[src/rtl/z80_pkg.sv]
// Shared Z80 definitions: branch op encoding, flag bit positions and
// branch-sequencer state encoding.
package z80_pkg;

  typedef enum logic [2:0] {
    OP_JP_CC   = 3'd0,
    OP_JR_CC   = 3'd1,
    OP_CALL    = 3'd2,
    OP_CALL_CC = 3'd3,
    OP_RET     = 3'd4,
    OP_RET_CC  = 3'd5,
    OP_RST     = 3'd6,
    OP_NONE    = 3'd7
  } op_e;

  localparam logic [2:0] FLAG_Z  = 3'd6;
  localparam logic [2:0] FLAG_C  = 3'd0;
  localparam logic [2:0] FLAG_PV = 3'd2;
  localparam logic [2:0] FLAG_S  = 3'd7;

  typedef enum logic [2:0] {
    IDLE    = 3'd0,
    EVAL    = 3'd1,
    PUSH_HI = 3'd2,
    PUSH_LO = 3'd3,
    POP_LO  = 3'd4,
    POP_HI  = 3'd5,
    FIN     = 3'd6
  } state_e;

  // cond[2:1] picks the flag, cond[0] is the required flag value
  function automatic logic [2:0] flag_index(input logic [1:0] sel);
    case (sel)
      2'd0:    return FLAG_Z;
      2'd1:    return FLAG_C;
      2'd2:    return FLAG_PV;
      default: return FLAG_S;
    endcase
  endfunction

endpackage

[src/rtl/z80_ras.sv]
// Shadow return-address stack: circular buffer whose oldest entry is
// overwritten on a push when full; count saturates at DEPTH.
module z80_ras #(
  parameter int DEPTH = 8,
  parameter int W     = 16,
  localparam int PTR_W = (DEPTH > 1) ? $clog2(DEPTH) : 1,
  localparam int CNT_W = $clog2(DEPTH + 1)
) (
  input  logic             clk,
  input  logic             reset,
  input  logic             push,
  input  logic             pop,
  input  logic [W-1:0]     push_data,
  output logic [W-1:0]     data,
  output logic [CNT_W-1:0] count
);

  localparam logic [PTR_W-1:0] LAST = PTR_W'(DEPTH - 1);
  localparam logic [CNT_W-1:0] FULL = CNT_W'(DEPTH);

  logic [W-1:0]     entries [DEPTH];
  logic [PTR_W-1:0] ptr;
  logic [PTR_W-1:0] ptr_inc;
  logic [PTR_W-1:0] ptr_dec;

  // ptr is the next write slot; the top of stack sits just below it
  always_comb begin
    ptr_inc = (ptr == LAST) ? '0 : ptr + 1'b1;
    ptr_dec = (ptr == '0) ? LAST : ptr - 1'b1;
  end

  assign data = entries[ptr_dec];

  always_ff @(posedge clk or posedge reset) begin
    if (reset) begin
      ptr   <= '0;
      count <= '0;
    end else if (push) begin
      ptr <= ptr_inc;
      if (count != FULL) count <= count + 1'b1;
    end else if (pop && count != '0) begin
      ptr   <= ptr_dec;
      count <= count - 1'b1;
    end
  end

  always_ff @(posedge clk) begin
    if (push) entries[ptr] <= push_data;
  end

endmodule

[src/rtl/z80_branch_seq.sv]
// Z80 conditional jump/call/return/restart sequencer with stack bus cycles
// and an optional shadow return-address stack for return checking.
module z80_branch_seq
  import z80_pkg::*;
#(
  parameter int ADDR_W    = 16,
  parameter int RAS_DEPTH = 8
) (
  input  logic              clk,
  input  logic              reset,
  input  logic              start,
  input  logic [2:0]        op,
  input  logic [2:0]        cond,
  input  logic [ADDR_W-1:0] nn,
  input  logic [7:0]        f_in,
  input  logic [ADDR_W-1:0] ip_in,
  input  logic [ADDR_W-1:0] sp_in,
  output logic              mem_req,
  output logic              mem_we,
  output logic [ADDR_W-1:0] mem_addr,
  output logic [7:0]        mem_wdata,
  input  logic [7:0]        mem_rdata,
  input  logic              mem_ack,
  output logic              busy,
  output logic              done,
  output logic              taken,
  output logic [ADDR_W-1:0] ip_out,
  output logic [ADDR_W-1:0] sp_out,
  output logic              ras_mismatch
);

  localparam int CNT_W = (RAS_DEPTH > 0) ? $clog2(RAS_DEPTH + 1) : 1;

  state_e            state, state_nxt;
  op_e               op_r;
  logic [2:0]        cond_r;
  logic [ADDR_W-1:0] nn_r, ip_r, sp_r;
  logic [7:0]        f_r, lo_r;
  logic              taken_r;
  logic [ADDR_W-1:0] ip_res, sp_res;

  logic              met, cond_ok, is_push, is_pop;
  logic [ADDR_W-1:0] ret_addr, target_ip, fall_ip, taken_sp, jr_disp;

  logic              ras_push, ras_pop;
  logic [ADDR_W-1:0] ras_top;
  logic [CNT_W-1:0]  ras_count;

  always_comb begin
    met      = (f_r[flag_index(cond_r[2:1])] == cond_r[0]);
    jr_disp  = {{(ADDR_W-8){nn_r[7]}}, nn_r[7:0]};
    ret_addr = (op_r == OP_RST) ? ip_r + ADDR_W'(1) : ip_r + ADDR_W'(3);
    cond_ok  = 1'b0;
    is_push  = 1'b0;
    is_pop   = 1'b0;
    fall_ip  = ip_r + ADDR_W'(1);
    target_ip = ip_r + ADDR_W'(1);
    case (op_r)
      OP_JP_CC:   begin cond_ok = met;  target_ip = nn_r; fall_ip = ip_r + ADDR_W'(3); end
      OP_JR_CC:   begin cond_ok = met;  target_ip = ip_r + ADDR_W'(2) + jr_disp;
                        fall_ip = ip_r + ADDR_W'(2); end
      OP_CALL:    begin cond_ok = 1'b1; is_push = 1'b1; target_ip = nn_r; end
      OP_CALL_CC: begin cond_ok = met;  is_push = 1'b1; target_ip = nn_r;
                        fall_ip = ip_r + ADDR_W'(3); end
      OP_RET:     begin cond_ok = 1'b1; is_pop = 1'b1; end
      OP_RET_CC:  begin cond_ok = met;  is_pop = 1'b1; end
      OP_RST:     begin cond_ok = 1'b1; is_push = 1'b1; target_ip = ADDR_W'({cond_r, 3'b000}); end
      default:    ;
    endcase
    taken_sp = is_push ? sp_r - ADDR_W'(2) : (is_pop ? sp_r + ADDR_W'(2) : sp_r);
  end

  always_ff @(posedge clk or posedge reset) begin
    if (reset) state <= IDLE;
    else       state <= state_nxt;
  end

  // Bus signals come straight from the state so reset drops mem_req at once
  always_comb begin
    state_nxt = state;
    mem_req   = 1'b0;
    mem_we    = 1'b0;
    mem_addr  = '0;
    mem_wdata = 8'h00;
    case (state)
      IDLE:    if (start) state_nxt = EVAL;
      EVAL:    state_nxt = (cond_ok && is_push) ? PUSH_HI :
                           (cond_ok && is_pop)  ? POP_LO  : FIN;
      PUSH_HI: begin
        mem_req   = 1'b1;
        mem_we    = 1'b1;
        mem_addr  = sp_r - ADDR_W'(1);
        mem_wdata = 8'(ret_addr >> 8);
        if (mem_ack) state_nxt = PUSH_LO;
      end
      PUSH_LO: begin
        mem_req   = 1'b1;
        mem_we    = 1'b1;
        mem_addr  = sp_r - ADDR_W'(2);
        mem_wdata = ret_addr[7:0];
        if (mem_ack) state_nxt = FIN;
      end
      POP_LO: begin
        mem_req  = 1'b1;
        mem_addr = sp_r;
        if (mem_ack) state_nxt = POP_HI;
      end
      POP_HI: begin
        mem_req  = 1'b1;
        mem_addr = sp_r + ADDR_W'(1);
        if (mem_ack) state_nxt = FIN;
      end
      FIN:     state_nxt = IDLE;
      default: state_nxt = IDLE;
    endcase
  end

  always_ff @(posedge clk or posedge reset) begin
    if (reset) begin
      op_r    <= OP_NONE;
      cond_r  <= '0;
      nn_r    <= '0;
      f_r     <= '0;
      ip_r    <= '0;
      sp_r    <= '0;
      lo_r    <= '0;
      taken_r <= 1'b0;
      ip_res  <= '0;
      sp_res  <= '0;
    end else begin
      case (state)
        IDLE: if (start) begin
          op_r   <= op_e'(op);
          cond_r <= cond;
          nn_r   <= nn;
          f_r    <= f_in;
          ip_r   <= ip_in;
          sp_r   <= sp_in;
        end
        EVAL: begin
          taken_r <= cond_ok;
          ip_res  <= cond_ok ? target_ip : fall_ip;
          sp_res  <= cond_ok ? taken_sp : sp_r;
        end
        POP_LO: if (mem_ack) lo_r <= mem_rdata;
        POP_HI: if (mem_ack) ip_res <= ADDR_W'({mem_rdata, lo_r});
        default: ;
      endcase
    end
  end

  assign busy   = (state != IDLE);
  assign done   = (state == FIN);
  assign taken  = taken_r;
  assign ip_out = ip_res;
  assign sp_out = sp_res;

  assign ras_push     = done && taken_r && is_push;
  assign ras_pop      = done && taken_r && is_pop && (ras_count != '0);
  assign ras_mismatch = ras_pop && (ras_top != ip_res);

  if (RAS_DEPTH > 0) begin : g_ras
    z80_ras #(
      .DEPTH(RAS_DEPTH),
      .W    (ADDR_W)
    ) u_ras (
      .clk      (clk),
      .reset    (reset),
      .push     (ras_push),
      .pop      (ras_pop),
      .push_data(ret_addr),
      .data     (ras_top),
      .count    (ras_count)
    );
  end else begin : g_no_ras
    assign ras_top   = '0;
    assign ras_count = '0;
  end

endmodule

[config.mk]
export PLATFORM = sky130hd
export DESIGN_NAME = z80_branch_seq
export DESIGN_NICKNAME = d
export VERILOG_FILES = /design/src/rtl/z80_pkg.sv /design/src/rtl/z80_ras.sv /design/src/rtl/z80_branch_seq.sv
export SDC_FILE = /design/constraint.sdc
export NUM_CORES = 1
export LEC_CHECK = 0
export BUFFER_PORTS_ARGS = -buffer_cell sky130_fd_sc_hd__clkbuf_2
export CAP_MARGIN = 5
export CORE_MARGIN = 2
export CORE_UTILIZATION = 50
export CTS_CLUSTER_SIZE = 40
export DETAILED_ROUTE_END_ITERATION = 10
export PLACE_DENSITY = 0.69
export SYNTH_ARGS = -nofsm -noshare
export SYNTH_HDL_FRONTEND = slang
export SYNTH_HIERARCHICAL = 1
export SYNTH_SLANG_ARGS = --single-unit
[constraint.sdc]
create_clock -name clk -period 9.75 [get_ports clk]
set_input_delay 0.4875 -clock clk [delete_from_list [all_inputs] [get_ports clk]]
set_output_delay 0.4875 -clock clk [all_outputs]
set_load 0.03 [all_outputs]
==> reports/metrics.csv <==
stage;metric;value;unit
run_status;outcome;finished, final reports clean;
grt;largest net degree at the start of global routing;71;
drt;Pre-Repair DR Iteration Count;6;
drt;routed len/inst;21.1;um
logic_synthesis;register area share after synthesis;44.9;%
clock_network;Max H-tree Level;1;
logic_synthesis;Synthesized Nets;1577;
grt;initial antenna violation count;3;
logic_synthesis;Post-Syn Instances;1454;
job;maxcap violations;0;
clock_network;clock sinks;241;
final_layout;Net count, final;1651;
final_layout;fillers;2628;
grt;GRT overflow;0;
logic_synthesis;Synth Warn #;6;
timing;period utilization;65.4;%
worst_hold_path;HP Class;in -> reg;
place;dpl hpwl;29.6;mm
die;IO Count;136;
clock_network;register clock-pin slew on the reported worst setup and hold paths;60;ps
critical_path;crit path kind;reg -> out;
place;port buffer count;135;
logic_synthesis;top post-synthesis cells by area;edfxtp_1, dfrtp_1, mux2_2;
die;die width;176;um
timing;worst slew margin relative to its limit;23.8;%
die;Initial Utilization;50.4;%
logic_synthesis;Synth top area share;25.9;%
drt;drc violations;0;
clock_network;Clock Tree Root;clkbuf_16;
logic_synthesis;Netlist cell types;90;
timing;RSZ-0062 raised after global routing;false;
place;routability cong.;0.959;
drt;Post-Route WL;40.9;mm
clock_network;post-CTS setup buffers;0;
clock_network;CTS tree;done;
timing;Tightest Pin Transition;1130;ps
logic_synthesis;Post-synth EDFFs;128;
timing;final setup violation count;0;
die;Site Rows;63;
logic_synthesis;cell area after synthesis;0.0149;sq mm
final_layout;design area;0.0166;sq mm
critical_path;Crit Path Max Fanout;40;
timing;max-slew violation count;0;
timing;final-report hold violation count;0;
place;pre-CTS setup slack;4020;ps
timing;final worst slack;3370;ps
clock_network;Post-CTS Resized;0;
critical_path;data arrival time of the worst path;5890;ps
critical_path;startpoint types;flop;
final_layout;layout cells sized above 1;20.8;%
drt;Starting DRT DRC Count;1254;
drt;Vias;11761;
drt;Vias/cell;6.06;
place;Post-DP Area;0.0157;sq mm
grt;total track usage;26.2;%
timing;Setup Skew;32.2;ps
logic_synthesis;synth cell count leaders;edfxtp_1, nand2_1, dfrtp_1, nor2_1, a21oi_1;
clock_network;clk buf depth;3;
logic_synthesis;leading area contributor after synthesis;edfxtp_1;
clock_network;Clock Latency Late Sink;560;ps
final_layout;Layout area overhead;11.8;%
final_layout;Layout Utilization;56.4;%
logic_synthesis;Most used DFF post-synth;edfxtp_1;
drt;Antenna Nets Post-Route;0;
timing;min Tclk post-route;6380;ps
timing;Fmax achieved;157;MHz
clock_network;total CTS buffers;27;
die;die area;0.0311;sq mm
grt;vias in the first global route;11337;
die;core area;0.0295;sq mm
logic_synthesis;Yosys reg bits;241;
logic_synthesis;asr flop ratio synth;46.9;%
critical_path;CP endpoint kind;primary output;
critical_path;WP data required;9260;ps
timing;setup TNS;0;ps
logic_synthesis;Avg Synthesized Cell Area;10.2;sq um
die;chip height;176;um
logic_synthesis;count leader, synth;edfxtp_1;
grt;first-pass GRT wire length;63.5;mm
[placed cells by master, fill, tap and decap left out, types with 24 or more instances in the layout]
cell type	count
clkbuf_2	135
edfxtp_1	128
nand2_1	119
dfrtp_1	109
nor2_1	103
a21oi_1	90
o21ai_0	81
mux2_2	80
xnor2_1	59
xor2_1	48
ha_1	46
mux2i_1	45
nor3_1	36
and3_1	31
nor2b_1	29
clkbuf_16	28
inv_1	26
o22ai_1	24
a211oi_1	24
[routing by layer]
layer	GRT usage, %	part of all wire, %	wire length (um)
met1	36.5	43	17600
met3	3.90	7.3	2970
met4	8.64	3.1	1270
met5	0	0	0
met2	42.4	47	19100
[what timing repair did]
action | in CTS | in global routing
hold buffers | 1 | 0
endpoints found under the hold margin | 7 | 0
endpoints found under the setup margin | 0 | 0
[critical path: stages, from the launching register on]
cell and delay (ps):
dfrtp_1 320, buf_4 370, inv_1 440, nor2_1 720
inv_1 540, fa_1 550, a21o_1 170, a21oi_1 200
o21ai_0 160, a2111oi_0 710, nor2_1 170, a311oi_1 380
xor2_1 110, o221ai_1 250, clkbuf_2 260
[final timing paths]
check	from	end	slack (ps)	cells past startpoint
max in group asynchronous	reset	nn_r[4]	7950	4
setup reg to reg	ip_r[2]	ip_out[7]	5610	11
setup / recovery	state[0]	mem_addr[14]	3370	14
min in group asynchronous	reset	g_ras.u_ras/count[3]	470	3
hold reg to reg	sp_out[0]	sp_out[0]	480	2
hold / removal	sp_in[10]	sp_r[10]	160	3
[sequential cells by signal, indices dropped and copies added (netlist names), 3 cells and up]
| name | flops |
|---|---|
| cond_r | 3 |
| f_r | 8 |
| g_ras.u_ras/count | 4 |
| g_ras.u_ras/entries | 128 |
| g_ras.u_ras/ptr | 3 |
| ip_out | 16 |
| ip_r | 16 |
| lo_r | 8 |
| nn_r | 16 |
| op_r | 3 |
| sp_out | 16 |
| sp_r | 16 |
| state | 3 |
[cell families after synthesis]
| kind of cell | after synthesis | share of synthesized area (%) |
|---|---|---|
| AO/OA/AOI/OAI | 372 | 17.1 |
| multiplexers | 128 | 9.57 |
| adder cells (fa/ha/maj) | 49 | 4.28 |
| AND/OR/NAND/NOR | 422 | 13.9 |
| XOR/XNOR | 107 | 6.30 |
| flip-flops | 241 | 44.9 |
| buffers and inverters | 135 | 3.92 |
[per-stage QoR]
| step | cells | hold slack [ps] |
|---|---|---|
| floorplan | 1454 | 291 |
| global placement | 1888 | 461 |
| detailed placement | 1888 | 471 |
| CTS | 1939 | 142 |
| global route | 1941 | 153 |
| finish | 1942 | 157 |
[area by class of cell]
| class | count | area, sq um | area share, % |
|---|---|---|---|
| Timing Repair Buffer | 152 | 806 | 4.85 |
| Clock inverter | 8 | 101 | 0.610 |
| Tap cell | 390 | 488 | 2.94 |
| Multi-Input combinational cell | 1078 | 7630 | 45.9 |
| Antenna cell | 3 | 7.51 | 0.0452 |
| Sequential cell | 241 | 6680 | 40.2 |
| Clock buffer | 42 | 803 | 4.83 |
| Inverter | 28 | 108 | 0.648 |
Power is not shown: default switching activity piles up to over one toggle a cycle in this logic, so the estimate is an artifact.
